### config.mk
export PLATFORM = sky130hd
export DESIGN_NAME = ps2_key_ctrl
export DESIGN_NICKNAME = d
export VERILOG_FILES = /design/src/rtl/ps2_key_ctrl.sv
export SDC_FILE = /design/constraint.sdc
export NUM_CORES = 1
export LEC_CHECK = 0
export BUFFER_PORTS_ARGS = -buffer_cell sky130_fd_sc_hd__buf_2
export CAP_MARGIN = 10
export CORE_ASPECT_RATIO = 1.25
export CORE_MARGIN = 1
export CORE_UTILIZATION = 40
export DETAILED_ROUTE_END_ITERATION = 10
export MAX_ROUTING_LAYER = met4
export SETUP_SLACK_MARGIN = 0.1
export SYNTH_ARGS = -nofsm -noshare
export SYNTH_HDL_FRONTEND = slang
export SYNTH_SLANG_ARGS = --single-unit
### constraint.sdc
create_clock -name clk -period 4.3 [get_ports clk]
set_input_delay 0.43 -clock clk [delete_from_list [all_inputs] [get_ports clk]]
set_output_delay 0.43 -clock clk [all_outputs]
set_load 0.01 [all_outputs]
### src/rtl/ps2_key_ctrl.sv
// PS/2 scan-code to ASCII controller: tracks prefixes, shift and caps-lock,
// drives a registered lookup table and hands characters out over a
// valid/ready interface.
module ps2_key_ctrl (
    input  logic       clk,
    input  logic       clrn,
    input  logic       code_valid,
    input  logic [7:0] code_in,
    output logic       code_ready,
    output logic [7:0] lut_code,
    output logic       lut_shift,
    input  logic [7:0] lut_ascii,
    output logic       key_valid,
    output logic [7:0] key_ascii,
    input  logic       key_ready,
    output logic       shift_st,
    output logic       caps_st,
    output logic [7:0] key_count
);

    localparam logic [7:0] C_EXT   = 8'hE0;
    localparam logic [7:0] C_BRK   = 8'hF0;
    localparam logic [7:0] C_LSH   = 8'h12;
    localparam logic [7:0] C_RSH   = 8'h59;
    localparam logic [7:0] C_CAPS  = 8'h58;
    localparam logic [7:0] C_UNMAP = 8'hFF;

    typedef enum logic [2:0] {
        IDLE,
        BRK,
        EXT,
        EXTBRK,
        LK1,
        LK2,
        HOLD
    } state_t;

    state_t     r_state;
    state_t     w_state_nxt;

    logic       r_lshift;
    logic       r_rshift;
    logic       r_caps;
    logic       r_caps_held;
    logic [7:0] r_lut_code;
    logic       r_lut_shift;
    logic       r_key_valid;
    logic [7:0] r_key_ascii;
    logic [7:0] r_key_count;

    logic       w_code_ready;
    logic       w_xfer;
    logic       w_shift;
    logic       w_lshift_set;
    logic       w_lshift_clr;
    logic       w_rshift_set;
    logic       w_rshift_clr;
    logic       w_caps_make;
    logic       w_caps_brk;
    logic       w_lut_load;
    logic       w_key_load;
    logic       w_key_take;

    // Swap letter case when caps-lock is on; non-letters pass unchanged.
    function automatic logic [7:0] case_fix(input logic [7:0] a, input logic caps);
        logic [7:0] r;
        r = a;
        if (caps) begin
            if (a >= 8'h61 && a <= 8'h7A)
                r = a - 8'h20;
            else if (a >= 8'h41 && a <= 8'h5A)
                r = a + 8'h20;
        end
        return r;
    endfunction

    assign w_code_ready = (r_state == IDLE) || (r_state == BRK) ||
                          (r_state == EXT)  || (r_state == EXTBRK);
    assign w_xfer       = code_valid && w_code_ready;
    assign w_shift      = r_lshift || r_rshift;

    // State register.
    always_ff @(posedge clk or negedge clrn) begin
        if (!clrn)
            r_state <= IDLE;
        else
            r_state <= w_state_nxt;
    end

    // Next-state and per-cycle action decode.
    always_comb begin
        w_state_nxt  = r_state;
        w_lshift_set = 1'b0;
        w_lshift_clr = 1'b0;
        w_rshift_set = 1'b0;
        w_rshift_clr = 1'b0;
        w_caps_make  = 1'b0;
        w_caps_brk   = 1'b0;
        w_lut_load   = 1'b0;
        w_key_load   = 1'b0;
        w_key_take   = 1'b0;
        case (r_state)
            IDLE: begin
                if (w_xfer) begin
                    if (code_in == C_EXT)       w_state_nxt = EXT;
                    else if (code_in == C_BRK)  w_state_nxt = BRK;
                    else if (code_in == C_LSH)  w_lshift_set = 1'b1;
                    else if (code_in == C_RSH)  w_rshift_set = 1'b1;
                    else if (code_in == C_CAPS) w_caps_make = 1'b1;
                    else begin
                        w_lut_load  = 1'b1;
                        w_state_nxt = LK1;
                    end
                end
            end
            BRK: begin
                if (w_xfer) begin
                    w_lshift_clr = (code_in == C_LSH);
                    w_rshift_clr = (code_in == C_RSH);
                    w_caps_brk   = (code_in == C_CAPS);
                    w_state_nxt  = IDLE;
                end
            end
            EXT: begin
                if (w_xfer)
                    w_state_nxt = (code_in == C_BRK) ? EXTBRK : IDLE;
            end
            EXTBRK: begin
                if (w_xfer)
                    w_state_nxt = IDLE;
            end
            LK1: w_state_nxt = LK2;
            LK2: begin
                if (lut_ascii == C_UNMAP) begin
                    w_state_nxt = IDLE;
                end else begin
                    w_key_load  = 1'b1;
                    w_state_nxt = HOLD;
                end
            end
            HOLD: begin
                if (key_ready) begin
                    w_key_take  = 1'b1;
                    w_state_nxt = IDLE;
                end
            end
            default: w_state_nxt = IDLE;
        endcase
    end

    // Modifier tracking, lookup request and character/count registers.
    always_ff @(posedge clk or negedge clrn) begin
        if (!clrn) begin
            r_lshift    <= 1'b0;
            r_rshift    <= 1'b0;
            r_caps      <= 1'b0;
            r_caps_held <= 1'b0;
            r_lut_code  <= '0;
            r_lut_shift <= 1'b0;
            r_key_valid <= 1'b0;
            r_key_ascii <= '0;
            r_key_count <= '0;
        end else begin
            if (w_lshift_set)      r_lshift <= 1'b1;
            else if (w_lshift_clr) r_lshift <= 1'b0;
            if (w_rshift_set)      r_rshift <= 1'b1;
            else if (w_rshift_clr) r_rshift <= 1'b0;
            if (w_caps_make) begin
                if (!r_caps_held) r_caps <= ~r_caps;
                r_caps_held <= 1'b1;
            end else if (w_caps_brk) begin
                r_caps_held <= 1'b0;
            end
            if (w_lut_load) begin
                r_lut_code  <= code_in;
                r_lut_shift <= w_shift;
            end
            if (w_key_load) begin
                r_key_ascii <= case_fix(lut_ascii, r_caps);
                r_key_valid <= 1'b1;
            end else if (w_key_take) begin
                r_key_valid <= 1'b0;
                r_key_count <= r_key_count + 8'd1;
            end
        end
    end

    assign code_ready = w_code_ready;
    assign lut_code   = r_lut_code;
    assign lut_shift  = r_lut_shift;
    assign key_valid  = r_key_valid;
    assign key_ascii  = r_key_ascii;
    assign shift_st   = w_shift;
    assign caps_st    = r_caps;
    assign key_count  = r_key_count;

endmodule

==> impl_metrics.json <==
{
  "drive_gt1_share_pct": 35.4,
  "vias": 1391,
  "reg2reg_to": "key_ascii[6]$_DFFE_PN0P_",
  "port_buffers": 48,
  "wl_met1_um": 1540,
  "utilization_pct": 51.5,
  "grt_usage_pct": 17.6,
  "cap_violations": 0,
  "power.density_nw_per_um2": 595,
  "wl_um": 3550,
  "synthMuxAreaShare_pct": 11.0,
  "critPathRequiredTime_ns": 4.46,
  "finalHoldViolations": 0,
  "power.total_mw": 1.26,
  "synthAdderAreaFrac_pct": 2.90,
  "grt_pass1_vias": 1319,
  "cts_setup_buffers": 0,
  "met2_length_um": 1790,
  "die_w_um": 60.7,
  "synth.area.top_cells": "dfrtp_1, mux2_4, xnor2_1",
  "drt_iter0_drc": 63,
  "path_clk_slew_ns": 0.07,
  "firstDrtPassIters": 4,
  "gp_congestion": 0.796,
  "avgSynthCellArea_um2": 11.0,
  "cts_hold_buf": 0,
  "fmax_mhz": 440,
  "synth_enable_flop_cells": 0,
  "post-route-min-period_ns": 2.27,
  "highest_layer": "met4",
  "h-tree-depth": 2,
  "rsz0062_at_grt": "false",
  "r2r_slack_ns": 2.03,
  "syn_inst": 157,
  "leakagePower_nw": 0.982,
  "cts_buffers": 5,
  "drtAntennaViolNets": 0,
  "period_share_pct": 52.9,
  "synth_ff_type": "dfrtp_1",
  "nNetsFinal": 232,
  "via_per_inst": 5.25,
  "ys_types": 47,
  "dp_cells": 257,
  "peakVddDrop_mv": 0.423,
  "synth_top_cell_by_area": "dfrtp_1",
  "clockBufferDepth": 2,
  "drc": 0,
  "overflow": 0,
  "ioPinCount": 49,
  "start_util_pct": 42.0,
  "ys_seq_elements": 33,
  "fin_tns_setup_ns": 0,
  "worstSetupStartpointType": "flip-flop",
  "grt_max_degree": 34,
  "fin_worst_skew_ns": 0.00206,
  "crit_fanout": 14,
  "syn_area_um2": 1720,
  "status": "complete, no violations",
  "grt_first_pass_wirelength_um": 5700,
  "cts_resized": 0,
  "core_area_um2": 4100,
  "syn-num-nets": 181,
  "cts_num_sinks": 33,
  "antenna_found_initial": 0,
  "reg2reg_depth": 4,
  "hold_class": "primary input to asynchronous set/reset pin",
  "syn2layout_area_growth_pct": 22.5,
  "synth_top_family_by_area": "simple AND/OR/NAND/NOR gates",
  "synth_compound_area_share_pct": 9.59,
  "slew_headroom_pct": 34.1,
  "max_slew.worst_pin.slew_ns": 0.984,
  "dpl.hpwl_um": 2700,
  "r2r-start": "r_state[2]$_DFFE_PN0P_",
  "slew_violations": 0,
  "wire_per_inst_um": 13.4,
  "worstSetupEndpointType": "flip-flop",
  "fp.dieH_um": 75.4,
  "cp.arrival_ns": 2.44,
  "synth_xor_area_share_pct": 4.07,
  "num_rows": 26,
  "dieArea_um2": 4580,
  "dr_wl_met3_um": 163,
  "async_flop_share_pct": 100,
  "ys_seq_area_share_pct": 47.9,
  "clock-root-buffer": "clkbuf_8",
  "clock_latency_ns": 0.28,
  "cts_tree": "done",
  "yosys.area_share.simple_pct": 22.2,
  "startpoint": "r_state[2]$_DFFE_PN0P_",
  "synth_top_cell_area_share_pct": 47.9,
  "setup_viol": 0,
  "criticalPathCategory": "flip-flop to flip-flop",
  "antenna_cells": 0,
  "final_cells": 265,
  "crit_end": "key_ascii[6]$_DFFE_PN0P_",
  "yosys_warnings": 0
}
==> worst max-delay path, cell delays in order, from the launching register on <==
cell,delay [ns]
dfrtp_1,0.52
nand3_1,0.21
nor2_1,0.80
o221ai_1,0.28
o32a_1,0.34
==> sequential cells by signal, summed over array words and instances (netlist names) <==
name         count
caps_st          1
key_ascii        8
key_count        8
key_valid        1
lut_code         8
lut_shift        1
r_caps_held      1
r_lshift         1
r_rshift         1
r_state          3
==> metrics by stage <==
| step | instance area, um^2 | worst slack, ns | hold slack (ns) |
|---|---|---|---|
| after floorplan | 1720 | 2.32 | 0.134 |
| after global placement | 2010 | 2.11 | 0.458 |
| after detailed placement | 2010 | 2.02 | 0.461 |
| after CTS | 2110 | 1.98 | 0.237 |
| after global routing | 2110 | 1.84 | 0.256 |
| final | 2110 | 2.03 | 0.202 |
==> layout by cell type (no fill, tap or decap), drive strengths merged, types with 2 or more instances in the layout <==
cell and instances:
or3 2, buf 48, nor4 3, nand3b 3, nand4 6, and3 4
ha 4, xnor2 7, mux2 13, clkbuf 7, a211oi 2, a21oi 5
nor3 5, nand2 12, nand2b 3, nor3b 2, nand3 4, inv 4
o21ai 7, or4b 3, dfrtp 33, nor2 12
==> layer usage <==
layer | track usage (%) | vias to the layer above
met1 | 21.2 | 663
met5 | - | -
li1 | - | 683
met2 | 27.6 | 41
met3 | 4.07 | 4
met4 | 8.33 | 0
==> cells by family (layout without fill, tap and decap cells) <==
family / count (synthesis) / after routing
flops: 33 / 33
xor+xnor: 8 / 8
mux: 14 / 14
simple gates: 65 / 65
buf+inv: 8 / 60
compound gates: 25 / 25
fa+ha+maj: 4 / 4
==> cells in the mapped netlist (all sizes together) (5+ instances only) <==
library cell	count
a21oi	5
dfrtp	33
mux2	13
nand2	12
nand4	6
nor2	12
nor3	5
o21ai	7
xnor2	7
==> layout make-up <==
class | count | area, um^2
fillers | 400 | 1990
multi-input cells | 116 | 858
flip-flops and latches | 33 | 826
repair buffers | 48 | 240
clock buffers | 7 | 96.3
well taps | 56 | 70.1
inverters | 4 | 15.0
clock inverters | 1 | 5.00
==> power breakdown <==
group          leakage [nW]  total [mW]  internal, mW  switching [mW]
Clock                0.0542       0.253         0.145           0.109
Combinational         0.517       0.484         0.254           0.231
Sequential            0.411       0.518         0.422          0.0961
==> worst min-delay path by stage <==
stage,from,end,slack (ns),depth (start not counted)
after floorplan,clrn,caps_st$_DFFE_PN0P_,0.13,0
after global placement,key_count[7]$_DFFE_PN0P_,key_count[7]$_DFFE_PN0P_,0.46,1
after detailed placement,key_count[7]$_DFFE_PN0P_,key_count[7]$_DFFE_PN0P_,0.46,1
after CTS,clrn,lut_code[5]$_DFFE_PN0P_,0.24,1
after global routing,clrn,lut_code[7]$_DFFE_PN0P_,0.26,1
final,clrn,lut_code[5]$_DFFE_PN0P_,0.20,1
No activity file was read; power rests on OpenSTA's default activity.
